$ cat config.mk
export PLATFORM = sky130hd
export DESIGN_NAME = coherence_arbiter
export DESIGN_NICKNAME = d
export VERILOG_FILES = /design/src/rtl/coherence_arbiter.sv
export SDC_FILE = /design/constraint.sdc
export NUM_CORES = 1
export LEC_CHECK = 0
export ABC_AREA = 1
export CORE_ASPECT_RATIO = 1.25
export CORE_UTILIZATION = 48
export DETAILED_ROUTE_END_ITERATION = 10
export GPL_TIMING_DRIVEN = 0
export HOLD_SLACK_MARGIN = 0.12
export PLACE_DENSITY = 0.79
export SYNTH_ARGS = -nofsm -noshare
export SYNTH_HDL_FRONTEND = slang
export SYNTH_SLANG_ARGS = --single-unit
$ cat constraint.sdc
create_clock -name clock -period 1.6 [get_ports clock]
set_input_delay 0.32 -clock clock [delete_from_list [all_inputs] [get_ports clock]]
set_output_delay 0.32 -clock clock [all_outputs]
set_load 0.02 [all_outputs]
$ cat src/rtl/coherence_arbiter.sv
// coherence_arbiter: round-robin sequencer sharing one MSI directory between two cache-block FSMs.
// Grants one request at a time, relays directory fetch/invalidate commands and acks the requester.
module coherence_arbiter #(
  parameter int TIMEOUT_CYCLES = 15
) (
  input  logic       clock,
  input  logic       resetn,
  input  logic [1:0] reqWriteBack,
  input  logic [1:0] reqWriteMiss,
  input  logic [1:0] reqReadMiss,
  output logic [1:0] reqAck,
  output logic       dirWriteBack,
  output logic       dirWriteMiss,
  output logic       dirReadMiss,
  output logic       dirRequester,
  input  logic       dirFetch,
  input  logic       dirInvalidate,
  input  logic       dirDataValueReply,
  input  logic [1:0] dirSharers,
  output logic [1:0] cacheFetch,
  output logic [1:0] cacheInvalidate,
  input  logic [1:0] cacheDone,
  output logic       busy,
  output logic       timeout
);
  localparam logic [2:0] IDLE       = 3'd0;
  localparam logic [2:0] ISSUE      = 3'd1;
  localparam logic [2:0] WAIT_DIR   = 3'd2;
  localparam logic [2:0] CMD        = 3'd3;
  localparam logic [2:0] WAIT_CACHE = 3'd4;
  localparam logic [2:0] COMPLETE   = 3'd5;
  localparam int CW = $clog2(TIMEOUT_CYCLES + 1);

  logic [2:0]    state_reg, state_next;
  logic          grant_reg, grant_next;
  logic          last_grant_reg, last_grant_next;
  logic [2:0]    msg_reg, msg_next;  // one-hot {writeBack, writeMiss, readMiss}
  logic [1:0]    target_reg, target_next;
  logic          fetch_reg, fetch_next;
  logic          inv_reg, inv_next;
  logic          reply_reg, reply_next;
  logic          timeout_reg, timeout_next;
  logic [CW-1:0] count_reg, count_next;

  logic [1:0] pending;
  logic       sel;
  logic       dir_pulse, waiting, progress, expired;
  logic [1:0] sharer_target, remaining;

  for (genvar gi = 0; gi < 2; gi++) begin : g_cache
    assign pending[gi] = reqWriteBack[gi] | reqWriteMiss[gi] | reqReadMiss[gi];
    assign reqAck[gi]  = (state_reg == COMPLETE) && (grant_reg == 1'(gi));
  end

  // Contention goes to whoever was not served last; otherwise the lone requester.
  assign sel = (&pending) ? ~last_grant_reg : pending[1];

  assign dir_pulse     = dirFetch | dirInvalidate | dirDataValueReply;
  assign waiting       = (state_reg == WAIT_DIR) || (state_reg == WAIT_CACHE);
  assign progress      = dir_pulse | (|cacheDone);
  assign expired       = waiting && !progress && (count_reg == CW'(TIMEOUT_CYCLES - 1));
  assign sharer_target = dirSharers & ~(2'b01 << grant_reg);
  assign remaining     = target_reg & ~cacheDone;

  always_comb begin
    state_next      = state_reg;
    grant_next      = grant_reg;
    last_grant_next = last_grant_reg;
    msg_next        = msg_reg;
    target_next     = target_reg;
    fetch_next      = fetch_reg;
    inv_next        = inv_reg;
    reply_next      = reply_reg;
    timeout_next    = timeout_reg;
    case (state_reg)
      IDLE: begin
        if (|pending) begin
          grant_next = sel;
          if (reqWriteBack[sel])      msg_next = 3'b100;
          else if (reqWriteMiss[sel]) msg_next = 3'b010;
          else                        msg_next = 3'b001;
          state_next = ISSUE;
        end
      end
      ISSUE: state_next = msg_reg[2] ? COMPLETE : WAIT_DIR;
      WAIT_DIR: begin
        if (dirFetch || dirInvalidate) begin
          target_next = sharer_target;
          fetch_next  = dirFetch;
          inv_next    = dirInvalidate;
          if (dirDataValueReply) reply_next = 1'b1;
          if (sharer_target != 2'b00)                state_next = CMD;
          else if (reply_reg || dirDataValueReply)   state_next = COMPLETE;
        end else if (dirDataValueReply) begin
          state_next = COMPLETE;
        end else if (expired) begin
          timeout_next = 1'b1;
          state_next   = COMPLETE;
        end
      end
      CMD: state_next = WAIT_CACHE;
      WAIT_CACHE: begin
        target_next = remaining;
        if (dirDataValueReply) reply_next = 1'b1;
        if (remaining == 2'b00) begin
          state_next = (reply_reg || dirDataValueReply) ? COMPLETE : WAIT_DIR;
        end else if (expired) begin
          timeout_next = 1'b1;
          state_next   = COMPLETE;
        end
      end
      COMPLETE: begin
        last_grant_next = grant_reg;
        reply_next      = 1'b0;
        target_next     = 2'b00;
        fetch_next      = 1'b0;
        inv_next        = 1'b0;
        state_next      = IDLE;
      end
      default: state_next = IDLE;
    endcase
  end

  // The stall counter only runs while parked in a wait state with nothing happening.
  always_comb begin
    if ((state_next != state_reg) || progress || !waiting) count_next = '0;
    else                                                   count_next = count_reg + 1'b1;
  end

  always_ff @(posedge clock or negedge resetn) begin
    if (!resetn) begin
      state_reg      <= IDLE;
      grant_reg      <= 1'b0;
      last_grant_reg <= 1'b1;
      msg_reg        <= 3'b000;
      target_reg     <= 2'b00;
      fetch_reg      <= 1'b0;
      inv_reg        <= 1'b0;
      reply_reg      <= 1'b0;
      timeout_reg    <= 1'b0;
      count_reg      <= '0;
    end else begin
      state_reg      <= state_next;
      grant_reg      <= grant_next;
      last_grant_reg <= last_grant_next;
      msg_reg        <= msg_next;
      target_reg     <= target_next;
      fetch_reg      <= fetch_next;
      inv_reg        <= inv_next;
      reply_reg      <= reply_next;
      timeout_reg    <= timeout_next;
      count_reg      <= count_next;
    end
  end

  assign busy            = (state_reg != IDLE);
  assign dirRequester    = busy & grant_reg;
  assign dirWriteBack    = (state_reg == ISSUE) & msg_reg[2];
  assign dirWriteMiss    = (state_reg == ISSUE) & msg_reg[1];
  assign dirReadMiss     = (state_reg == ISSUE) & msg_reg[0];
  assign cacheFetch      = ((state_reg == CMD) && fetch_reg) ? target_reg : 2'b00;
  assign cacheInvalidate = ((state_reg == CMD) && inv_reg) ? target_reg : 2'b00;
  assign timeout         = timeout_reg;
endmodule

==> results.yml, run 1 <==
routing:
  avgRoutedWirePerCell_um: 13.8
  drtIter0Drc: 22
  drc: 0
  avgViaCountPerCell: 5.16
  dr_total_vias: 1198
  drt_pass1_iterations: 4
  antenna_left: 0
  postRouteWirelength_um: 3200
timing:
  timing_max_transition_violations_final: 0
  fmax_mhz: 568
  timing.final.ws_setup_ns: -0.159
  setup_tns_ns: -1.55
  worst_hold_slack_across_all_endpoints_ns: 0.482
  final-setup-viol-count: 14
  period_utilization: 1.10
  max_slew.worst_pin.slew_ns: 0.841
  rsz0062_at_grt: "yes"
  final_period_minus_worst_setup_slack_ns: 1.76
  hold_violations: 0
  final.setup_skew_ns: 0.00731
  worst_slew_margin_rel: 0.438
worst_setup_path:
  critical_path.max_fanout: 5
  timing.critical_path.from_type: "flip-flop"
  critPathKind: "flip-flop to output pin"
  cp.arrival_ns: 1.44
  worstPathRequired_ns: 1.28
  timing.critical_path.to_type: "output pin"
cells_and_area:
  flow.area_growth_from_synthesis_pct: 50.7
  layoutNonFillerInstCount: 232
  fillers: 170
  insertedDiodeCount: 0
  fin_nets: 219
  fraction_of_final_layout_cells_sized_beyond_drive_strength_1: 0.333
  largest_reg_flops: 4
placed_design:
  place.port_buffers: 26
  detailed_place_hpwl_um: 1960
  globalplace.congestion: 0.825
  place_inst: 212
synth:
  netlist.top_cell.by_area: "sky130_fd_sc_hd__dfrtp_1"
  synth-adder-area-share: 0.0227
  yosysSeqAreaShare: 0.409
  postSynth.asyncResetShare: 1.00
  synth_net_count: 172
  syn_inst: 155
  synth_compound_gate_area_share: 0.117
  synth_top_area_frac: 0.385
  synth_top_family_by_area: "simple AND/OR/NAND/NOR gates"
  yosys-top-cells-count: "sky130_fd_sc_hd__nand2_1, sky130_fd_sc_hd__nor2_1, sky130_fd_sc_hd__inv_1"
  dominantRegCellSynth: "sky130_fd_sc_hd__dfrtp_1"
  mux_contribution_to_synthesized_area: 0
  yosysMostFrequentCell: "sky130_fd_sc_hd__nand2_1"
  ys_top_cells_by_area: "sky130_fd_sc_hd__dfrtp_1, sky130_fd_sc_hd__nand2_1, sky130_fd_sc_hd__nor2_1, sky130_fd_sc_hd__inv_1, sky130_fd_sc_hd__nand3_1"
  post_synth.cell_area_avg_um2: 7.12
  synth_xor_xnor_area_share: 0.0159
  synth.lib_cells_used.distinct: 28
  synth_enable_flop_cells: 0
  synth.cell_area_um2: 1100
  synth_seq_cells: 18
  post_synth_and_or_nand_nor_area_fraction: 0.344
  synth.yosys.warnings: 0
die:
  top_level_ports: 27
  design.core.area_um2: 2190
  die_area_um2: 2500
  die_height_um: 55.6
  fp-row-count: 19
  die_width_um: 44.9
  initial_utilization: 0.505
outcome:
  violations: "negative setup slack"
  result_of_the_run: "complete, but fails checks"
global_routing:
  number_of_antenna_violations_at_the_first_check_in_global_routing: 0
  pin_count_of_the_biggest_net_entering_global_routing: 19
  globalRouteOverflowTotal: 0
  track_usage: 0.266
  global_route_wire_length_before_repair_um: 4930
  grt_pass1_vias: 1195
pwr:
  peakVddDrop_v: 0.00137
  p_clk_frac: 0.097
  power.combinational.fraction: 0.616
  sequentialPowerShare: 0.287
  sw_frac_of_total: 0.472
  internal-power_mw: 1.37
  power.switching_mw: 1.22
  power.total_mw: 2.59
  total_leakage_power_nw: 0.818
  cellPowerDensity_nw_per_um2: 1560
clock_tree:
  clk_pin_slew_ns: 0.11
  cts_sinks: 18
  hold_fix_buffer_count_after_cts: 0
  clock_tree.htree_level_count: 1
  max-clock-path-buffers: 2
  clkLatencyLatePin_ns: 0.31
  cts-buffers-inserted: 3
  tritoncts: "done"
  cell_at_the_root_of_the_clock_tree: "sky130_fd_sc_hd__clkbuf_4"
hold_path:
  min_delay_path_class: "input pin to asynchronous set/reset pin"
flow_run:
  max_cap_violations: 0
cell families after synthesis:
logic type / count (synthesis)
and+or+nand+nor: 84
AOI/OAI and AO/OA: 22
xor gates and xnor gates: 2
adders and majority gates: 2
DFF: 18
buffers and inverters: 27
metrics by stage:
step	setup slack [ns]	cell area (um2)	utilization
CTS	-0.150	1500	0.687
global route	-0.207	1660	0.760
detailed placement	-0.462	1400	0.641
global placement	-0.435	1400	0.641
finish	-0.159	1660	0.760
floorplan	0.108	1100	-
final timing paths:
kind / slack, ns / end / depth (start not counted) / start
worst max-delay path: -0.16 / dirRequester / 5 / state_reg[1]
worst min-delay path: 0.48 / state_reg[1] / 1 / resetn
worst max register to register: -0.08 / count_reg[0] / 10 / state_reg[1]
worst min register to register: 0.49 / count_reg[0] / 1 / count_reg[0]
max in group asynchronous: 0.55 / state_reg[0] / 1 / resetn
min in group clock: 0.49 / count_reg[0] / 1 / count_reg[0]
routing by layer:
layer / vias up / GRT usage / routed length [um]
li1: 583 / - / -
met1: 546 / 0.283 / 1230
met2: 51 / 0.468 / 1650
met3: 18 / 0.0292 / 136
met4: 0 / 0.173 / 185
met5: - / 0 / 0
critical path: stages, from the launching register on:
cell and delay, ns:
sky130_fd_sc_hd__dfrtp_2 0.49, sky130_fd_sc_hd__nor2_2 0.15, sky130_fd_sc_hd__nand2_1 0.11, sky130_fd_sc_hd__inv_2 0.08, sky130_fd_sc_hd__nor2_1 0.04, sky130_fd_sc_hd__clkdlybuf4s15_2 0.24
power by group through the flow:
stage          sequential [mW]  clock [mW]  combinational, mW
4_1_cts                  0.726       0.255               1.25
3_5_place_dp             0.741           0               1.08
2_1_floorplan            0.710           0              0.764
3_3_place_gp             0.734           0               1.06
5_1_grt                  0.754       0.282               1.72
6_report                 0.744       0.251               1.60
final cells by class:
cell class                      count  area [um2]  share of cell area
Tap cell                           31        38.8              0.0233
Inverter                           27         106              0.0640
Clock buffer                        4        26.3              0.0158
Timing Repair Buffer               42         375               0.226
Multi-Input combinational cell    110         662               0.398
Sequential cell                    18         454               0.273
placed cells by master (no fill, tap or decap), types with 6 or more instances in the layout:
cell	count
sky130_fd_sc_hd__nor2_4	7
sky130_fd_sc_hd__dfrtp_1	15
sky130_fd_sc_hd__inv_1	20
sky130_fd_sc_hd__nand2_1	31
sky130_fd_sc_hd__nand3_1	8
sky130_fd_sc_hd__nand2_2	6
sky130_fd_sc_hd__o21ai_0	6
sky130_fd_sc_hd__nor2_1	15
sky130_fd_sc_hd__clkdlybuf4s50_1	14
sky130_fd_sc_hd__buf_4	20
what timing repair did:
action	in CTS	in global routing
resized for setup	64	29
endpoints found under the setup margin	16	18
pin swaps	5	8
setup buffers	9	7
No activity file was read; power rests on OpenSTA's default activity.
==> inputs of run 2 (changes only) <==
==> constraint.sdc (replaced) <==
create_clock -name clock -period 1.93 [get_ports clock]
set_input_delay 0.386 -clock clock [delete_from_list [all_inputs] [get_ports clock]]
set_output_delay 0.386 -clock clock [all_outputs]
set_load 0.02 [all_outputs]
==> run 2 against run 1 <==
Effect of this change: the flow now finishes without violations; non-clock buffer count fell by 14; register-to-register slack improved by 0.45 ns; final cell count fell by 6.0%; largest cell class unchanged; sequential share of layout area rose by 4.2 points; clock skew fell by 0.0024 ns; critical path depth fell by 1; global-route usage fell by 2.3 points; setup slack improved by 0.23 ns; clock power fell by 20%.
==> results.yml, run 2 (same netlist as run 1, synthesis figures left out) <==
clock_tree:
  clk_pin_slew_ns: 0.10
  cell_at_the_root_of_the_clock_tree: "sky130_fd_sc_hd__clkbuf_4"
  cts-buffers-inserted: 3
  tritoncts: "done"
  clkLatencyLatePin_ns: 0.31
  clock_tree.htree_level_count: 1
  max-clock-path-buffers: 2
  cts_sinks: 18
cells_and_area:
  insertedDiodeCount: 0
  largest_reg_flops: 4
  mostFrequentLayoutCells: "sky130_fd_sc_hd__nand2_1, sky130_fd_sc_hd__inv_1, sky130_fd_sc_hd__nor2_1"
  fin_nets: 205
  fillers: 198
  flow.area_growth_from_synthesis_pct: 30.7
  mostFrequentLayoutCell: "sky130_fd_sc_hd__nand2_1"
  fraction_of_final_layout_cells_sized_beyond_drive_strength_1: 0.193
hold_path:
  min_delay_path_class: "flip-flop to flip-flop"
  worst_hold_startpoint: "count_reg[0]"
  hold_end: "count_reg[0]"
  hold_path_depth: 1
global_routing:
  globalRouteOverflowTotal: 0
  pin_count_of_the_biggest_net_entering_global_routing: 19
  gr-usage-met1: 0.270
  grt_pass1_vias: 1120
  global_route_wire_length_before_repair_um: 4550
  number_of_antenna_violations_at_the_first_check_in_global_routing: 0
  grt_util_met3: 0.0227
  busiest_layer: "met2"
  track_usage: 0.243
  global_route.usage.met2: 0.443
timing:
  rsz0062_at_grt: "no"
  max_slew.worst_pin.slew_ns: 0.805
  final-setup-viol-count: 0
  hold_violations: 0
  worst_slew_margin_rel: 0.461
  final.setup_skew_ns: 0.00487
  setup_tns_ns: 0
  fmax_mhz: 539
  worst_hold_slack_across_all_endpoints_ns: 0.488
  period_utilization: 0.961
  final_period_minus_worst_setup_slack_ns: 1.86
  timing_max_transition_violations_final: 0
die:
  die_height_um: 55.6
  fp-row-count: 19
  die_width_um: 44.9
  design.core.area_um2: 2190
  initial_utilization: 0.505
  top_level_ports: 27
  die_area_um2: 2500
routing:
  drc: 0
  drtIter0Drc: 24
  drt_pass1_iterations: 4
  dr_total_vias: 1103
  avgRoutedWirePerCell_um: 11.8
  avgViaCountPerCell: 5.06
  postRouteWirelength_um: 2570
  antenna_left: 0
worst_setup_path:
  critical_path.max_fanout: 5
  critPathKind: "flip-flop to output pin"
  r2r_cell_count: 10
  r2r_end: "count_reg[3]"
  cp.arrival_ns: 1.47
  worstPathRequired_ns: 1.54
  timing.critical_path.to_type: "output pin"
  ff2ff_setup_slack_ns: 0.37
  timing.critical_path.from_type: "flip-flop"
  regToRegStartpoint: "state_reg[0]"
flow_run:
  max_cap_violations: 0
outcome:
  result_of_the_run: "completed"
pwr:
  peakVddDrop_v: 0.000808
  total_leakage_power_nw: 0.729
  cellPowerDensity_nw_per_um2: 1210
placed_design:
  detailed_place_hpwl_um: 1960
  globalplace.congestion: 0.825
  place.port_buffers: 26
==> run 2: layout make-up <==
type,count,area [um2],share of cell area
repair buffers,28,243,0.168
well taps,31,38.8,0.0269
clock buffers,4,26.3,0.0182
multi-input cells,110,579,0.402
flip-flops and latches,18,454,0.315
inverters,27,101,0.0703
==> run 2: what timing repair did <==
item                                    4_1_cts  5_1_grt
endpoints found under the hold margin         0        0
endpoints found under the setup margin       11        7
setup buffers                                 2        0
hold buffers                                  0        0
resized for setup                            35        8
==> run 2: routing by layer <==
metal	vias to the layer above	wire [um]
met2	43	1340
met3	7	125
li1	563	-
met1	490	1040
met5	-	0
met4	0	71
==> run 2: through the flow <==
step / utilization / setup WS, ns / std cells / power (mW) / area [um2]
4_1_cts: 0.652 / -0.00128 / 218 / 1.72 / 1430
3_3_place_gp: 0.641 / -0.171 / 212 / 1.49 / 1400
3_5_place_dp: 0.641 / -0.198 / 212 / 1.51 / 1400
6_report: 0.660 / 0.0750 / 218 / 1.75 / 1440
5_1_grt: 0.660 / 0.00997 / 218 / 1.91 / 1440
2_1_floorplan: - / 0.372 / 155 / 1.22 / 1100
==> run 2: report_power, final <==
part	internal (mW)	switching, mW	total, mW
clock	0.0808	0.122	0.202
sequential	0.513	0.0921	0.605
combinational	0.336	0.607	0.942
==> run 2: critical path: stages (launching register included) <==
cell and delay (ns):
sky130_fd_sc_hd__dfrtp_2 0.47, sky130_fd_sc_hd__inv_2 0.12, sky130_fd_sc_hd__nand3_2 0.12, sky130_fd_sc_hd__nor2_1 0.11
sky130_fd_sc_hd__dlygate4sd2_1 0.34
==> run 2: worst max-delay path by stage <==
stage	from	end	slack (ns)
floorplan	state_reg[2]	reqAck[0]	0.37
global placement	state_reg[1]	cacheFetch[1]	-0.17
detailed placement	state_reg[1]	cacheInvalidate[0]	-0.20
CTS	state_reg[1]	dirWriteBack	-0.001
global route	state_reg[2]	cacheInvalidate[1]	0.01
finish	state_reg[1]	dirReadMiss	0.07
==> inputs of run 3 (changes only) <==
--- a/config.mk
+++ b/config.mk
@@ -12,6 +12,7 @@
 export GPL_TIMING_DRIVEN = 0
 export HOLD_SLACK_MARGIN = 0.12
 export PLACE_DENSITY = 0.79
+export REMOVE_ABC_BUFFERS = 1
 export SYNTH_ARGS = -nofsm -noshare
 export SYNTH_HDL_FRONTEND = slang
 export SYNTH_SLANG_ARGS = --single-unit
==> results of run 3 <==
The final DEF is identical to that of run 2; final timing and power are the same.
